==> src/rtl/v_mul_su_input_control.sv <==
// Operand-preparation stage for the vector Vedic multiplier.
// Two-stage elastic valid/ready pipeline:
//   S1 registers raw operands, opcode and normalised precision.
//   S2 registers per-element magnitudes and per-16-bit-chunk sign signals.
// Optional build macro: V_MUL_SU_STALL_CNT_EN adds a saturating stall counter output.
module v_mul_su_input_control #(
  parameter int WIDTH  = 16,
  parameter int DATA_W = 32
) (
  input  logic                            clk,
  input  logic                            rst_n,
  input  logic                            flush,
  input  logic                            in_valid,
  output logic                            in_ready,
  input  logic [DATA_W-1:0]               operand_a,
  input  logic [DATA_W-1:0]               operand_b,
  input  logic [1:0]                      opcode,
  input  logic [1:0]                      precision,
  output logic                            out_valid,
  input  logic                            out_ready,
  output logic [DATA_W-1:0]               mag_a,
  output logic [DATA_W-1:0]               mag_b,
  output logic [(2*DATA_W/WIDTH)-1:0]     sign_signal_a,
  output logic [(2*DATA_W/WIDTH)-1:0]     sign_signal_b,
  output logic [1:0]                      opcode_q,
  output logic [1:0]                      precision_q
`ifdef V_MUL_SU_STALL_CNT_EN
  ,
  output logic [15:0]                     stall_cnt
`endif
);

  // Stage 1 state
  logic              s1_valid_q;
  logic [DATA_W-1:0] s1_a_q, s1_b_q;
  logic [1:0]        s1_op_q, s1_prec_q;
  logic [1:0]        s1_prec_d;

  // Stage 2 state
  logic              s2_valid_q;
  logic [DATA_W-1:0] s2_mag_a_q, s2_mag_b_q;
  logic [3:0]        s2_sign_a_q, s2_sign_b_q;
  logic [1:0]        s2_op_q, s2_prec_q;

  // Combinational next-state for stage 2
  logic [35:0]       prep_a_d, prep_b_d;
  logic              a_signed, b_signed;
  logic              s1_adv, s2_adv;

  // Returns {sign[3:0], magnitude[31:0]}; each element negated within its own width.
  function automatic logic [35:0] prep(input logic [31:0] x, input logic sgn,
                                       input logic [1:0] prec);
    logic [31:0] m;
    logic [3:0]  s;
    m = x;
    s = '0;
    case (prec)
      2'b01: begin
        for (int unsigned h = 0; h < 2; h++) begin
          if (sgn && x[16*h+15]) begin
            m[16*h +: 16] = -x[16*h +: 16];
            s[2*h +: 2]   = '1;
          end
        end
      end
      2'b10: begin
        if (sgn && x[31]) begin
          m = -x;
          s = '1;
        end
      end
      default: begin
        for (int unsigned i = 0; i < 4; i++) begin
          if (sgn && x[8*i+7]) begin
            m[8*i +: 8] = -x[8*i +: 8];
            s[i]        = 1'b1;
          end
        end
      end
    endcase
    return {s, m};
  endfunction

  assign s2_adv    = !s2_valid_q || out_ready;
  assign s1_adv    = !s1_valid_q || s2_adv;
  assign in_ready  = rst_n && !flush && s1_adv;
  assign s1_prec_d = (precision == 2'b11) ? 2'b00 : precision;

  // Signedness decode and per-element magnitude/sign preparation from S1 contents
  always_comb begin
    a_signed = (s1_op_q != 2'b10);
    b_signed = !s1_op_q[1];
    prep_a_d = prep(s1_a_q, a_signed, s1_prec_q);
    prep_b_d = prep(s1_b_q, b_signed, s1_prec_q);
  end

  // Stage 1 register: captures raw operands when S1 may advance
  always_ff @(posedge clk or negedge rst_n) begin
    if (!rst_n) begin
      s1_valid_q <= 1'b0;
      s1_a_q     <= '0;
      s1_b_q     <= '0;
      s1_op_q    <= '0;
      s1_prec_q  <= '0;
    end else if (flush) begin
      s1_valid_q <= 1'b0;
    end else if (s1_adv) begin
      s1_valid_q <= in_valid;
      if (in_valid) begin
        s1_a_q    <= operand_a;
        s1_b_q    <= operand_b;
        s1_op_q   <= opcode;
        s1_prec_q <= s1_prec_d;
      end
    end
  end

  // Stage 2 register: captures prepared magnitudes/signs when S2 may advance
  always_ff @(posedge clk or negedge rst_n) begin
    if (!rst_n) begin
      s2_valid_q  <= 1'b0;
      s2_mag_a_q  <= '0;
      s2_mag_b_q  <= '0;
      s2_sign_a_q <= '0;
      s2_sign_b_q <= '0;
      s2_op_q     <= '0;
      s2_prec_q   <= '0;
    end else if (flush) begin
      s2_valid_q <= 1'b0;
    end else if (s2_adv) begin
      s2_valid_q <= s1_valid_q;
      if (s1_valid_q) begin
        s2_mag_a_q  <= prep_a_d[31:0];
        s2_mag_b_q  <= prep_b_d[31:0];
        s2_sign_a_q <= prep_a_d[35:32];
        s2_sign_b_q <= prep_b_d[35:32];
        s2_op_q     <= s1_op_q;
        s2_prec_q   <= s1_prec_q;
      end
    end
  end

  assign out_valid     = s2_valid_q;
  assign mag_a         = s2_mag_a_q;
  assign mag_b         = s2_mag_b_q;
  assign sign_signal_a = s2_sign_a_q;
  assign sign_signal_b = s2_sign_b_q;
  assign opcode_q      = s2_op_q;
  assign precision_q   = s2_prec_q;

`ifdef V_MUL_SU_STALL_CNT_EN
  logic [15:0] stall_cnt_q;

  // Saturating count of cycles where output is held by downstream backpressure
  always_ff @(posedge clk or negedge rst_n) begin
    if (!rst_n) begin
      stall_cnt_q <= '0;
    end else if (flush) begin
      stall_cnt_q <= '0;
    end else if (s2_valid_q && !out_ready && (stall_cnt_q != '1)) begin
      stall_cnt_q <= stall_cnt_q + 16'd1;
    end
  end

  assign stall_cnt = stall_cnt_q;
`endif

endmodule

==> config.mk <==
export PLATFORM = sky130hd
export DESIGN_NAME = v_mul_su_input_control
export DESIGN_NICKNAME = d
export VERILOG_FILES = /design/src/rtl/v_mul_su_input_control.sv
export SDC_FILE = /design/constraint.sdc
export NUM_CORES = 1
export LEC_CHECK = 0
export ABC_AREA = 1
export CORE_AREA = 5 5 202 106
export CTS_CLUSTER_DIAMETER = 150
export DETAILED_ROUTE_END_ITERATION = 16
export DIE_AREA = 0 0 207 111
export GPL_TIMING_DRIVEN = 0
export PLACE_DENSITY_LB_ADDON = 0.25
export SYNTH_ARGS = -nofsm -noshare
export SYNTH_HDL_FRONTEND = slang
export SYNTH_SLANG_ARGS = --single-unit
==> constraint.sdc <==
create_clock -name clk -period 1.9 [get_ports clk]
set_clock_uncertainty 0.15 [all_clocks]
set_input_delay 0.475 -clock clk [delete_from_list [all_inputs] [get_ports clk]]
set_output_delay 0.475 -clock clk [all_outputs]
set_load 0.01 [all_outputs]
; Word-level counts from Yosys, hierarchy flattened
; Index checks and enable logic that the tools add are counted.
; W data, S select, Z words.
[word_totals]
reg_bits = 146
inputBits = 73
output_inout_bits = 78
word_cells = 88
[op_classes]
addsub = 14
n_eq_ne = 4
mux = 37
bitwise_logic = 1
n_reduce_logical = 20
[ops]
columns = op, count
row1 = $pmux W32 S2, 2
row2 = $mux W16, 4
row3 = $mux W32, 2
row4 = $mux W8, 8
row5 = $neg A16 Y16, 4
row6 = $neg A32 Y32, 2
row7 = $neg A8 Y8, 8
row8 = $pmux W4 S2, 2
row9 = $mux W1, 12
row10 = $logic_and A1 B1 Y1, 10
row11 = $mux W2, 5
row12 = $mux W4, 2
row13 = $reduce_and A3 Y1, 2
row14 = $eq A2 B2 Y1 const B, 2
row15 = $logic_not A1 Y1, 4
row16 = $reduce_bool A2 Y1, 2
row17 = $eq A2 B1 Y1 const B, 1
row18 = $logic_or A1 B1 Y1, 2
row19 = $ne A2 B2 Y1 const B, 1
row20 = $not A1 Y1, 1

; Depth between registers and ports, before layout
[logic_depth]
depth_word = 5
mapped_depth = 14
ltp_nobuf = 14

; Worst setup path before layout
; Ideal clock, no wire load.
[synth_timing]
path_kind = register to register
start = register s1_prec_q[0]
end = register s2_mag_a_q[28], in the netlist mag_a[28]
setup_time_ps = 117
t_arrival_ps = 1694
t_required_ps = 1633
setup_slack_ps = -60
stages_incl_launch_ff = 10
n_path_buf = 3
synth_period_minus_slack_ps = 1960
cell_sequence = dfrtp_1 inv_1 ha_1 inv_1 buf_2 clkbuf_1 buf_2 nand3_1 nand2_1 nand2_1
[synth_between]
elab_chain_cells = 2
elab_cells_between_ends = 3
classes_between = eq/ne (2) / mux (1)
[synth_lines]
columns = item, line_no
row1 = "start, declared", 36  ; logic [1:0] s1_op_q, s1_prec_q;
row2 = "start signal, assigned", 113  ; s1_prec_q <= s1_prec_d;
row3 = $eq A2 B2 Y1 or $eq A2 B1 Y1 (tied branches), 57  ; case (prec)
row4 = $pmux W32 S2 *, 57
row5 = "end signal, assigned", 133  ; s2_mag_a_q <= prep_a_d[31:0];
row6 = "end, declared", 41  ; logic [DATA_W-1:0] s2_mag_a_q, s2_mag_b_q;
; Mark *: on every way between the ends. The rest lies on a longest branch, timed or not.
; A chain may end at the register's enable or synchronous reset.

; Final worst setup path
[layout_timing]
start = register s1_b_q[0]
end = register s2_mag_b_q[18], in the netlist mag_b[18]
[layout_between]
elab_chain_cells = 3
[layout_lines]
columns = item, line_no
row1 = "start, declared", 35  ; logic [DATA_W-1:0] s1_a_q, s1_b_q;
row2 = "start signal, assigned", 111  ; s1_b_q <= operand_b;
row3 = $neg A32 Y32, 68  ; m = -x;
row4 = $mux W32, 67  ; if (sgn && x[31]) begin
row5 = $pmux W32 S2, 57
row6 = "end signal, assigned", 134  ; s2_mag_b_q <= prep_b_d[31:0];
row7 = "end, declared", 41
; Every way passes these cells.

==> implementation parameters <==
Parameter                              Value

Run status
  Outcome ... finished, violations left
  Violated checks ... hold timing, setup timing

Timing
  Slack of the critical path ... -0.214 ns
  Number of hold-slack violations in the final timing report ... 81
  Headroom to the max-slew limit ... 66.4%
  Final critical-path share of the clock period ... 111%
  Worst hold slack across all endpoints ... -0.211 ns
  Actual transition at the worst max-transition pin ... 0.504 ns
  Maximum achievable frequency ... 473 MHz
  Final Max Slew Viols ... 0
  RSZ-0062 raised after global routing ... true
  Min Tclk post-route ... 2.11 ns
  Final number of setup-violating endpoints ... 43

Yosys
  Warnings from Yosys ... 0
  Area of the mapped netlist ... 9580 sq um
  Number of register bits inferred by synthesis ... 146
  Library cells used by synthesis ... 39
  Count of mapped cells out of synthesis ... 1439
  Syn Area/Cell ... 6.66 sq um
  Syn Nets ... 1522
  Ys async rst share ... 100%
  Area leader, netlist ... sky130_fd_sc_hd__dfrtp_1
  Synth area leaders ... sky130_fd_sc_hd__dfrtp_1 (38%), sky130_fd_sc_hd__nand2_1 (16%), sky130_fd_sc_hd__o21ai_0 (6.8%)
  Most instantiated flip-flop cell in the synthesis netlist ... sky130_fd_sc_hd__dfrtp_1
  Post-synthesis sequential area ratio ... 38.1%
  Number of enable-type register cells in the synthesized netlist ... 0
  Share of the synthesized area in the top cell type ... 38.1%

GRT
  GR Util met3 ... 11.2%
  Via count of the first global-routing pass ... 11400
  Maximum number of pins on one net before global-route repair ... 84
  Global-route track usage on met1 ... 48.8%
  First-pass GRT wire length ... 65500 um
  Global routing met2 resource utilization ... 55.4%
  Peak-usage layer in the global routing report ... met2
  All-Layer GR Usage ... 36.4%
  Grt ovf ... 0
  Antenna violations before repair ... 1

Power and ir drop
  Sw power ... 0.00587 W
  Overall power ... 0.0144 W
  Switch share ... 40.6%
  Largest vdd supply drop ... 0.000764 V
  Register share of total power ... 30.0%
  Power density cells ... 1000 nW/um^2
  Comb pwr share ... 44.2%
  Power Internal ... 0.00857 W
  Clock share of power ... 25.8%
  Static leakage ... 6.42 nW

Cells and area
  Diode count ... 0
  Final nets ... 1789
  Layout cells sized above 1 ... 27.9%
  Relative area change from synthesis to final layout ... 50.3%

Critical path
  CP Max Fanout ... 5
  Critical Path Slowest Stage Cell ... sky130_fd_sc_hd__dfrtp_1
  Worst R2R Setup Slack ... -0.21 ns
  Sort of element at the start of the critical path ... flip-flop
  Buf+Inv Stages, Crit Path ... 2
  CP Class ... flip-flop to flip-flop
  Kind of cell with the highest combined delay on the critical path ... simple AND/OR/NAND/NOR gates
  Largest incremental delay on the critical path ... 0.40 ns
  CP arrival ... 2.34 ns
  Required arrival time at the worst endpoint ... 2.12 ns
  Endpoint class of the critical path ... flip-flop
  Worst path cell trace ... inv_2 > ha_4 > nand3_4 > nor2_4 > buf_4 > nand3_1 > nand3_1 > nand2_1 > o21ai_1 > nand2_1 > a21oi_1

Floorplanning
  Initial standard-cell utilization of the core ... 49.7%
  Die boundary width ... 207 um
  I/O pins ... 151
  Number of standard-cell rows in the floorplan ... 36
  Die Span Y ... 111 um
  Area of the core region ... 19300 sq um
  Die Footprint ... 23000 sq um

Flow run
  Number of max-cap violations ... 0

Clocking
  Clock sink count ... 146
  Longest Clk Path Bufs ... 2
  Buffer type at the clock tree root ... sky130_fd_sc_hd__clkbuf_16
  Worst-path clk slew ... 0.06 ns
  CTS tree ... built
  H-tree lvl count ... 4
  TritonCTS buffer count ... 17
  Clock Latency Late Sink ... 0.46 ns

Detailed routing
  DRC violations left ... 0
  Number of iterations in the first detailed-routing pass ... 5
  Post-detailed-route wirelength per cell ... 22.8 um
  DRT antenna net count ... 0
  Via count normalized by instance count ... 6.06
  Total via count in the routed design ... 12000
  Final routed wirelength across all metal layers ... 45300 um
  Detailed Route Iter0 Violations ... 1398

Worst hold path
  Hold crit path type ... input port to asynchronous set/reset pin

Place
  Post-placement setup slack ... -1.22 ns
  HPWL after detailed placement ... 30600 um
  Placer Congestion ... 1.01
  Port-buffer cells ... 150
==> Yosys cell counts (7+ instances only) <==
cell type,instances
sky130_fd_sc_hd__nand2_1,414
sky130_fd_sc_hd__nor2_1,167
sky130_fd_sc_hd__dfrtp_1,146
sky130_fd_sc_hd__inv_1,134
sky130_fd_sc_hd__o21ai_0,130
sky130_fd_sc_hd__nand3_1,122
sky130_fd_sc_hd__a21oi_1,104
sky130_fd_sc_hd__o21ai_1,30
sky130_fd_sc_hd__clkbuf_1,27
sky130_fd_sc_hd__buf_2,20
sky130_fd_sc_hd__o211ai_1,18
sky130_fd_sc_hd__a31oi_1,12
sky130_fd_sc_hd__ha_1,10
sky130_fd_sc_hd__nand2_2,10
sky130_fd_sc_hd__inv_2,9
sky130_fd_sc_hd__nor2_2,9
sky130_fd_sc_hd__o21ai_2,7
sky130_fd_sc_hd__xor2_1,7
==> metrics by stage <==
stage          hold WS (ns)  util (%)  area [sq um]  setup TNS, ns  std cells
3_3_place_gp          0.317      59.2         11400        -968.38       1855
3_5_place_dp          0.321      59.4         11400        -124.92       1856
4_1_cts              -0.186      68.3         13200         -0.908       1930
2_1_floorplan        0.0294         -          9580              0       1439
6_report             -0.211      74.7         14400          -2.36       1985
5_1_grt              -0.171      74.7         14400          -5.76       1985
==> path summary, 6_finish.rpt <==
path / cells after the start / from / endpoint
setup / recovery: 11 / s1_b_q[0] / mag_b[18]
hold / removal: 1 / rst_n / s1_valid_q
setup reg to reg: 11 / s1_b_q[0] / mag_b[18]
hold reg to reg: 2 / mag_b[22] / mag_b[22]
max in group asynchronous: 2 / rst_n / s1_b_q[10]
min in group clk: 2 / flush / s1_valid_q
==> worst register-to-register path, stage by stage, from the launching register on <==
cell and delay (ns):
sky130_fd_sc_hd__dfrtp_1 0.40, sky130_fd_sc_hd__inv_2 0.12, sky130_fd_sc_hd__ha_4 0.16, sky130_fd_sc_hd__nand3_4 0.10, sky130_fd_sc_hd__nor2_4 0.24, sky130_fd_sc_hd__buf_4 0.16, sky130_fd_sc_hd__nand3_1 0.11, sky130_fd_sc_hd__nand3_1 0.10
sky130_fd_sc_hd__nand2_1 0.07, sky130_fd_sc_hd__o21ai_1 0.17, sky130_fd_sc_hd__nand2_1 0.10, sky130_fd_sc_hd__a21oi_1 0.15
==> cells in the final DEF (no fill, tap or decap), types with 7 or more instances in the layout <==
master                            count
sky130_fd_sc_hd__a21oi_1             76
sky130_fd_sc_hd__clkdlybuf4s50_1     69
sky130_fd_sc_hd__inv_1               91
sky130_fd_sc_hd__o211ai_1            18
sky130_fd_sc_hd__clkbuf_4             9
sky130_fd_sc_hd__nor2_2              28
sky130_fd_sc_hd__ha_4                10
sky130_fd_sc_hd__nand3_1             94
sky130_fd_sc_hd__nor2_4              33
sky130_fd_sc_hd__nand3_2             18
sky130_fd_sc_hd__dlygate4sd2_1       78
sky130_fd_sc_hd__dfrtp_1            134
sky130_fd_sc_hd__buf_6               27
sky130_fd_sc_hd__o21ai_4              7
sky130_fd_sc_hd__o21ai_2             12
sky130_fd_sc_hd__nand2_1            366
sky130_fd_sc_hd__o21ai_1             43
sky130_fd_sc_hd__o21ai_0            105
sky130_fd_sc_hd__buf_4               87
sky130_fd_sc_hd__clkbuf_2            10
sky130_fd_sc_hd__inv_2               43
sky130_fd_sc_hd__clkinvlp_4           7
sky130_fd_sc_hd__clkbuf_16           22
sky130_fd_sc_hd__a31oi_1             12
sky130_fd_sc_hd__nand2_2             39
sky130_fd_sc_hd__dfrtp_2             12
sky130_fd_sc_hd__buf_12              10
sky130_fd_sc_hd__nand2_4             21
sky130_fd_sc_hd__a21oi_2             30
sky130_fd_sc_hd__nand3_4             10
sky130_fd_sc_hd__nor2_1             115
==> routing by layer <==
metal  vias to the layer above  part of all wire (%)  wire length, um
li1                       5265                     -                -
met1                      5682                    38            17400
met2                       900                    44            20100
met3                       184                    13             5750
met4                         4                   4.2             1920
met5                         -                  0.17               75
==> layout make-up <==
cell class                 instances  area (sq um)
clock buffer                      20           457
multi-input combinational       1088          6240
clock inverter                    12           180
buffer                            56           567
sequential                       146          3670
tap                              266           333
fill                            1487          4880
timing repair buffer             252          2360
inverter                         145           587
==> power groups by stage <==
stage | registers (W) | logic, W | clock network, W
floorplan | 0.00440 | 0.00247 | 0
global placement | 0.00428 | 0.00478 | 0
detailed placement | 0.00430 | 0.00487 | 0
CTS | 0.00425 | 0.00536 | 0.00373
global route | 0.00440 | 0.00676 | 0.00389
finish | 0.00433 | 0.00638 | 0.00372
==> state kept, by name, summed over array words and instances (netlist names) <==
| signal | flops |
|---|---|
| precision_q | 2 |
| mag_b | 32 |
| opcode_q | 2 |
| s1_b_q | 32 |
| s1_valid_q | 1 |
| s1_prec_q | 2 |
| s1_op_q | 2 |
| s1_a_q | 32 |
| out_valid | 1 |
| sign_signal_b | 4 |
| mag_a | 32 |
| sign_signal_a | 4 |
==> repair_timing <==
action,4_1_cts,5_1_grt
endpoints found under the setup margin,221,137
setup buffers,43,57
hold endpoints to repair,81,81
cloned,1,2
pin swaps,38,84
gates resized for setup,341,244
==> kinds of logic (layout without fill, tap and decap cells) <==
group,after synthesis,count (layout),share of synthesized area (%)
xor gates and xnor gates,7,7,0.640
buffers and inverters,205,485,8.83
AOI/OAI and AO/OA,325,325,18.6
DFF,146,146,38.1
and+or+nand+nor,746,746,32.5
adders and majority gates,10,10,1.31
Note: power is estimated with default switching activity, not from simulation.
